===== config.mk =====
export PLATFORM = sky130hd
export DESIGN_NAME = stepper_ramp_ctrl
export DESIGN_NICKNAME = d
export VERILOG_FILES = /design/src/rtl/stepper_ramp_ctrl_pkg.sv /design/src/rtl/ramp_tick_gen.sv /design/src/rtl/stepper_ramp_ctrl.sv
export SDC_FILE = /design/constraint.sdc
export NUM_CORES = 1
export LEC_CHECK = 0
export CELL_PAD_IN_SITES_DETAIL_PLACEMENT = 1
export CELL_PAD_IN_SITES_GLOBAL_PLACEMENT = 1
export CORE_MARGIN = 4
export CORE_UTILIZATION = 35
export DETAILED_ROUTE_END_ITERATION = 12
export GPL_ROUTABILITY_DRIVEN = 0
export PLACE_DENSITY_LB_ADDON = 0.1
export SETUP_SLACK_MARGIN = 0.3
export SLEW_MARGIN = 25
export SYNTH_ARGS = -nofsm -noshare
export SYNTH_HDL_FRONTEND = slang
export SYNTH_SLANG_ARGS = --single-unit
export TNS_END_PERCENT = 1

===== constraint.sdc =====
create_clock -name CLK100MHZ -period 15.8 [get_ports CLK100MHZ]
set_clock_uncertainty 0.15 [all_clocks]
set_input_delay 3.16 -clock CLK100MHZ [delete_from_list [all_inputs] [get_ports CLK100MHZ]]
set_output_delay 3.16 -clock CLK100MHZ [all_outputs]
set_load 0.02 [all_outputs]

===== src/rtl/stepper_ramp_ctrl_pkg.sv =====
// ============================================================================
// Module  : stepper_ramp_ctrl_pkg
// Brief   : Shared field layout, limits, state encoding and ramp helpers.
// Revision: 1.0
// ============================================================================
`default_nettype none

package stepper_ramp_ctrl_pkg;

    localparam int LIMIT_W       = 22;
    localparam int LIMIT_MSB     = 21;
    localparam int EN_A_BIT      = 22;
    localparam int EN_B_BIT      = 23;
    localparam int IMM_BIT       = 31;
    localparam int DEF_MIN_LIMIT = 550_000;
    localparam int DEF_MAX_LIMIT = 2_000_000;

    typedef logic [LIMIT_W-1:0] limit_t;

    typedef enum logic [1:0] {
        ST_IDLE     = 2'b00,
        ST_RAMP     = 2'b01,
        ST_HOLD     = 2'b10,
        ST_STOPPING = 2'b11
    } state_t;

    function automatic limit_t clamp_limit(input limit_t val, input limit_t lo, input limit_t hi);
        if (val < lo) begin
            return lo;
        end else if (val > hi) begin
            return hi;
        end
        return val;
    endfunction

    // Magnitude is compared before subtracting so the step never wraps or overshoots.
    function automatic limit_t step_toward(input limit_t cur, input limit_t tgt, input limit_t step);
        limit_t diff;
        if (tgt > cur) begin
            diff = tgt - cur;
            return cur + ((diff < step) ? diff : step);
        end
        diff = cur - tgt;
        return cur - ((diff < step) ? diff : step);
    endfunction

endpackage

`default_nettype wire


===== src/rtl/ramp_tick_gen.sv =====
// ============================================================================
// Module  : ramp_tick_gen
// Brief   : Free-running 0..TICK_CYCLES-1 counter, one-cycle tick on wrap.
// Revision: 1.0
// ============================================================================
`default_nettype none

module ramp_tick_gen #(
    parameter int TICK_CYCLES = 1_000_000
) (
    input  logic clk,
    input  logic rst,
    output logic tick
);

    localparam int CNT_W = (TICK_CYCLES > 1) ? $clog2(TICK_CYCLES) : 1;
    localparam logic [CNT_W-1:0] C_LAST = CNT_W'(TICK_CYCLES - 1);

    logic [CNT_W-1:0] cnt_q;
    logic [CNT_W-1:0] cnt_d;

    always_ff @(posedge clk) begin
        if (rst) begin
            cnt_q <= '0;
        end else begin
            cnt_q <= cnt_d;
        end
    end

    always_comb begin
        cnt_d = (cnt_q == C_LAST) ? '0 : cnt_q + CNT_W'(1);
    end

    assign tick = (cnt_q == C_LAST);

endmodule

`default_nettype wire


===== src/rtl/stepper_ramp_ctrl.sv =====
// ============================================================================
// Module  : stepper_ramp_ctrl
// Brief   : Slews the Stepper half-period limit toward a CPU target in fixed
//           steps and issues command words with a one-cycle strobe.
// Revision: 1.0
// ============================================================================
`default_nettype none

module stepper_ramp_ctrl
    import stepper_ramp_ctrl_pkg::*;
#(
    parameter int TICK_CYCLES = 1_000_000,
    parameter int STEP        = 25_000,
    parameter int MIN_LIMIT   = DEF_MIN_LIMIT,
    parameter int MAX_LIMIT   = DEF_MAX_LIMIT
) (
    input  logic        CLK100MHZ,
    input  logic        reset,
    input  logic        wr_en,
    input  logic [31:0] wr_data,
    output logic [31:0] cmd_out,
    output logic        cmd_valid,
    output logic        busy,
    output logic [31:0] status
);

    localparam limit_t C_MIN  = limit_t'(MIN_LIMIT);
    localparam limit_t C_MAX  = limit_t'(MAX_LIMIT);
    localparam limit_t C_STEP = limit_t'(STEP);

    state_t      state_q, state_d;
    limit_t      cur_q, cur_d;
    limit_t      tgt_q, tgt_d;
    logic [1:0]  en_q, en_d;
    logic [31:0] cmd_q, cmd_d;
    logic        valid_q, valid_d;
    logic        start_q, start_d;

    logic        tick;
    limit_t      wr_tgt;
    logic [1:0]  wr_req_en;
    logic        wr_imm;
    logic        unused_wr_bits;

    assign wr_tgt         = clamp_limit(wr_data[LIMIT_MSB:0], C_MIN, C_MAX);
    assign wr_req_en      = {wr_data[EN_B_BIT], wr_data[EN_A_BIT]};
    assign wr_imm         = wr_data[IMM_BIT];
    assign unused_wr_bits = ^wr_data[30:24];

    ramp_tick_gen #(
        .TICK_CYCLES (TICK_CYCLES)
    ) u_tick_gen (
        .clk  (CLK100MHZ),
        .rst  (reset),
        .tick (tick)
    );

    // start_q survives reset so the first post-reset cycle drives the Stepper to disabled.
    always_ff @(posedge CLK100MHZ) begin
        if (reset) begin
            state_q <= ST_IDLE;
            cur_q   <= C_MAX;
            tgt_q   <= C_MAX;
            en_q    <= 2'b00;
            cmd_q   <= {8'b0, 2'b00, C_MAX};
            valid_q <= 1'b0;
            start_q <= 1'b1;
        end else begin
            state_q <= state_d;
            cur_q   <= cur_d;
            tgt_q   <= tgt_d;
            en_q    <= en_d;
            cmd_q   <= cmd_d;
            valid_q <= valid_d;
            start_q <= start_d;
        end
    end

    always_comb begin
        state_d = state_q;
        cur_d   = cur_q;
        tgt_d   = tgt_q;
        en_d    = en_q;
        cmd_d   = cmd_q;
        valid_d = start_q;
        start_d = 1'b0;

        // Tick-driven progress uses the registered target; a same-cycle write retargets below.
        case (state_q)
            ST_RAMP: begin
                if (cur_q == tgt_q) begin
                    state_d = ST_HOLD;
                end else if (tick) begin
                    cur_d   = step_toward(cur_q, tgt_q, C_STEP);
                    valid_d = 1'b1;
                    if (cur_d == tgt_q) begin
                        state_d = ST_HOLD;
                    end
                end
            end
            ST_STOPPING: begin
                if (cur_q == C_MAX) begin
                    en_d    = 2'b00;
                    valid_d = 1'b1;
                    state_d = ST_IDLE;
                end else if (tick) begin
                    cur_d   = step_toward(cur_q, tgt_q, C_STEP);
                    valid_d = 1'b1;
                end
            end
            default: begin
            end
        endcase

        if (wr_en) begin
            if (wr_imm) begin
                tgt_d   = (wr_req_en == 2'b00) ? C_MAX : wr_tgt;
                cur_d   = tgt_d;
                en_d    = wr_req_en;
                valid_d = 1'b1;
                state_d = (wr_req_en == 2'b00) ? ST_IDLE : ST_HOLD;
            end else if (wr_req_en == 2'b00) begin
                tgt_d = C_MAX;
                if (state_q != ST_IDLE) begin
                    state_d = ST_STOPPING;
                end
            end else begin
                tgt_d = wr_tgt;
                en_d  = wr_req_en;
                if (wr_req_en != en_q) begin
                    valid_d = 1'b1;
                end
                state_d = (cur_d == wr_tgt) ? ST_HOLD : ST_RAMP;
            end
        end

        if (valid_d) begin
            cmd_d = {8'b0, en_d, cur_d};
        end
    end

    always_comb begin
        busy      = (state_q == ST_RAMP) || (state_q == ST_STOPPING);
        cmd_out   = cmd_q;
        cmd_valid = valid_q;
        status    = {busy, state_q, 5'b0, en_q, cur_q};
    end

endmodule

`default_nettype wire


Word level (Yosys, flattened, before mapping):

Index checks and enable logic that the tools add are counted.

* bits of input ports: 35
* bits in read-only memories: 0
* logic and storage cells: 82
* register bits after elaboration: 94
* output and inout bits: 66
* bits in latches: 0
* bits in writable memories: 0
* memories: 0

* multiply operators: 0
* div/mod/pow operators: 0
* magnitude comparators: 5
* bitwise operators: 0
* $add $sub $neg: 5
* multiplexer cells: 52
* equality and inequality tests: 8
* reduce and logical (&&, ||, !) cells: 4
* shift operators: 0

Operator list (count)
* $mux W22: 18
* $eq A22 B22 Y1: 3
* $sub A22 B22 Y22: 3
* $lt A22 B15 Y1 const B: 2
* $pmux W22 S2: 1
* $mux W2: 15
* $add A22 B22 Y22: 1
* $eq A22 B21 Y1 const B: 1
* $gt A22 B21 Y1 const B: 1
* $gt A22 B22 Y1: 1
* $lt A22 B20 Y1 const B: 1
* $add A20 B1 Y20 const B: 1
* $eq A20 B20 Y1 const B: 1
* $mux W1: 16
* $pmux W2 S2: 1
* $eq A2 B1 Y1 const B: 1
* $eq A2 B2 Y1 const B: 1
* $logic_not A2 Y1: 1
* $ne A2 B2 Y1: 1
* $pmux W1 S2: 1
* $reduce_bool A2 Y1: 1
* $reduce_or A2 Y1: 1
* $logic_or A1 B1 Y1: 1

Longest topological paths before layout:

* depth after elaboration: 18
* gate-level depth with buffers: 36
* depth with buffers taken out: 34

By module:

From an unflattened synthesis, not the netlist that was laid out.

* cell total of the unflattened synthesis: 1270
* area total of the unflattened synthesis: 9430.3 µm²

Modules (own cells, without submodules)
* stepper_ramp_ctrl: seq. area each 1481.4 µm², area each 8500.7 µm², times used 1, cells an instance 1167
* ramp_tick_gen: seq. area each 400.4 µm², area each 929.6 µm², times used 1, cells an instance 103

Worst setup path before layout:

No wires, ideal clock.

* path kind: flip-flop to flip-flop
* start point: register cur_q[1]
* end point: register (tool-made name)
* stages on the path, launching flop included: 32
* clock period less this slack: 7.553 ns
* arrival: 7.345 ns
* setup time: 0.058 ns
* setup slack: 8.247 ns
* path through: dfxtp_1 inv_1 fa_1 a21o_1 a221o_1 a22oi_2 xnor2_1 a2111oi_1 o21ai_0 a21oi_1 clkbuf_1 nand2_1 ha_1 nand2_1 nor3_1 nand4_1 nor3_1 xor2_1 a21oi_1 a21oi_1 ha_1 clkbuf_1 o21ai_0 a211o_2 a2111oi_0 or4_4 nand3b_2 xnor2_1 or3b_1 or4_1 nor4_2 o21a_1

RTL lines
* from (decl): line stepper_ramp_ctrl.sv:32 `limit_t cur_q, cur_d;`
* from (signal assigned): line stepper_ramp_ctrl.sv:70 `cur_q <= cur_d;`

==> flow_summary.yaml <==
floorplan:
  row_count: 62
  fp.dieH_um: 181
  ios: 101
  core_um2: 29100
  dieArea_um2: 32600
  die_w_um: 181
  initial_core_util: 0.359
synth:
  synth_cells: 1475
  synth.distinct_cells: 96
  ys_seq_area_frac: 0.180
  synthArstFlopShare: 0
  synth_edf_count: 0
  syn_area_um2: 10400
  avgSynthCellArea_um2: 7.08
  yosys_warnings: 0
  ys_ff_latch: 94
  ys.flop_type: "dfxtp_1"
cells_and_area:
  final_cell_mix: "159 x nor2_1, 150 x nand2_1, 118 x a21oi_1"
  register_area_um2: 1880
  multiInputGateArea_um2: 7870
  drive_gt1_frac: 0.0471
  fillers: 3667
  nets: 1608
  final_cell_area_um2: 11700
  syn2layout_area_growth_pct: 12.5
  fin_cells: 1893
  final_common_cell: "nor2_1"
  diodes: 0
power_and_ir_drop:
  internal_power_mw: 0.572
  power_frac_seq: 0.241
  p_total_mw: 1.09
  power.switching_mw: 0.513
  p_sw_frac: 0.473
  p_leak_nw: 4.69
  combPwrFrac: 0.552
  vdd_drop_max_v: 0.0000469
  powerDensity_nw_per_um2: 92.5
  p_clk_frac: 0.207
critical_path:
  end_kind: "flip-flop"
  crit_start: "cur_q[11]$_SDFF_PP0_"
  regToRegStartpoint: "cur_q[11]$_SDFF_PP0_"
  critPathArrivalTime_ns: 9.81
  worst_ep_required_time_ns: 15.88
  slowest_stage: "nor3_1"
  cp_max_fo: 15
  start_kind: "flip-flop"
  critPathKind: "reg -> reg"
  max_stage_delay_ns: 0.71
sta:
  rsz0062_at_grt: "false"
  slew_headroom: 0.332
  slew_viol_final: 0
  hold_slack_ns: 0.302
  hold_violations: 0
  period_share: 0.616
  setup_tns_ns: 0
  worst_pin_slew_ns: 0.992
  min_period_ns: 9.73
  fmax_mhz: 103
  setup_viol: 0
clock_network:
  post_cts_buffers: 0
  clock-sinks: 94
  htreeDepth: 3
  clk_pin_slew_worst_paths_ns: 0.08
  cts-buffers-inserted: 9
  cts_resized: 0
  insertion_delay_ns: 0.37
  clockBufferDepth: 2
  clock-root-buffer: "clkbuf_16"
  ctsHoldBuffers: 0
  cts_tree: "done"
job:
  maxCapViolations: 0
detailed_routing:
  drc: 0
  num_vias: 11700
  ant_nets: 0
  vias_per_cell: 6.19
  drtIter0Drc: 1030
  first_pass_iters: 6
  wire_per_inst_um: 24.0
  wl_um: 45400
worst_hold_path:
  hp-start: "u_tick_gen.cnt_q[0]$_SDFF_PP0_"
  hp-class: "reg -> reg"
grt:
  grt_usage: 0.267
  use_met3: 0.0259
  grt_start_max_net_pins: 51
  use_met2: 0.437
  grt_pass1_wl_um: 69500
  antenna_found_initial: 0
  overflow: 0
  met1_usage: 0.371
  grt_busiest_layer: "met2"
  grt_pass1_vias: 11500
status:
  status: "finished, final reports clean"
placement:
  port_buffers: 80
  dpl_cell_area_um2: 11500
  dp_hpwl_um: 36000
  dp_cells: 1877
==> flip-flops by register name, summed over array words and instances (netlist names), named ones only <==
name              count
cmd_valid             1
start_q               1
en_q                  2
cmd_out              24
u_tick_gen.cnt_q     20
tgt_q                22
cur_q                22
==> metal layers <==
layer / routed length, um / vias up / share of wire
li1: - / 5437 / -
met2: 20800 / 381 / 0.46
met1: 21000 / 5807 / 0.46
met4: 1490 / 0 / 0.033
met3: 2140 / 85 / 0.047
met5: 0 / - / 0
==> logic make-up after synthesis <==
logic type / Yosys count / share of synthesized area
xor gates and xnor gates: 86 / 0.0736
buffers and inverters: 172 / 0.0702
adders and majority gates: 69 / 0.0849
DFF: 94 / 0.180
AOI/OAI and AO/OA: 463 / 0.299
other: 1 / 0.000359
and+or+nand+nor: 568 / 0.270
muxes: 22 / 0.0216
==> area by class of cell <==
class | instances | share of cell area
Multi-Input combinational cell | 1221 | 0.670
Sequential cell | 94 | 0.160
Timing Repair Buffer | 97 | 0.0787
Tap cell | 384 | 0.0409
Inverter | 81 | 0.0259
Clock buffer | 10 | 0.0195
Clock inverter | 6 | 0.00448
==> final timing paths <==
check                                   end  slack [ns]  cells after the start
max                               flip-flop        6.07                     33
min          u_tick_gen.cnt_q[0]$_SDFF_PP0_        0.30                      1
max reg2reg                       flip-flop        6.07                     33
min reg2reg  u_tick_gen.cnt_q[0]$_SDFF_PP0_        0.30                      1
==> critical path, delay by kind of cell (launching register included) <==
family / cells / cell delay (ns)
adder cells (fa/ha/maj): 3 / 1.12
flip-flops: 1 / 0.64
AO/OA/AOI/OAI: 8 / 2.22
buffers and inverters: 2 / 0.39
AND/OR/NAND/NOR: 18 / 4.51
multiplexers: 1 / 0.31
XOR/XNOR: 1 / 0.22
==> power by group through the flow <==
stage                     Combinational (mW)  Sequential (mW)  Clock (mW)
after floorplan                        0.411            0.267           0
after global placement                 0.577            0.266           0
after detailed placement               0.584            0.267           0
after CTS                              0.588            0.261       0.229
after global routing                   0.647            0.263       0.238
final                                  0.599            0.262       0.224
==> cell usage after synthesis (all sizes together) (8+ instances only) <==
library cell / number / area, um^2
nor2: 160 / 608
nand2: 150 / 563
a21oi: 120 / 608
dfxtp: 94 / 1880
inv: 80 / 300
o21ai: 73 / 365
clkbuf: 67 / 262
ha: 66 / 826
xnor2: 51 / 447
nand3: 49 / 245
nor3: 39 / 195
a21o: 37 / 278
o211ai: 36 / 270
xor2: 34 / 298
a211oi: 32 / 240
nand4: 27 / 169
buf: 24 / 168
and2: 21 / 134
o21a: 21 / 158
o31ai: 21 / 158
and3: 20 / 126
nor4: 19 / 140
mux2i: 18 / 180
a31oi: 16 / 100
nand2b: 14 / 87.6
or3: 14 / 87.6
a221oi: 10 / 87.6
or4: 9 / 71.3
a211o: 8 / 72.6
a22oi: 8 / 65.1
or2: 8 / 50.1
==> through the flow <==
stage	util	setup WS, ns
after CTS	0.404	6.18
after floorplan	-	8.25
after global routing	0.404	5.51
final	0.404	6.07
after global placement	0.394	6.25
after detailed placement	0.394	6.25
(Power assumes the default switching activity.)
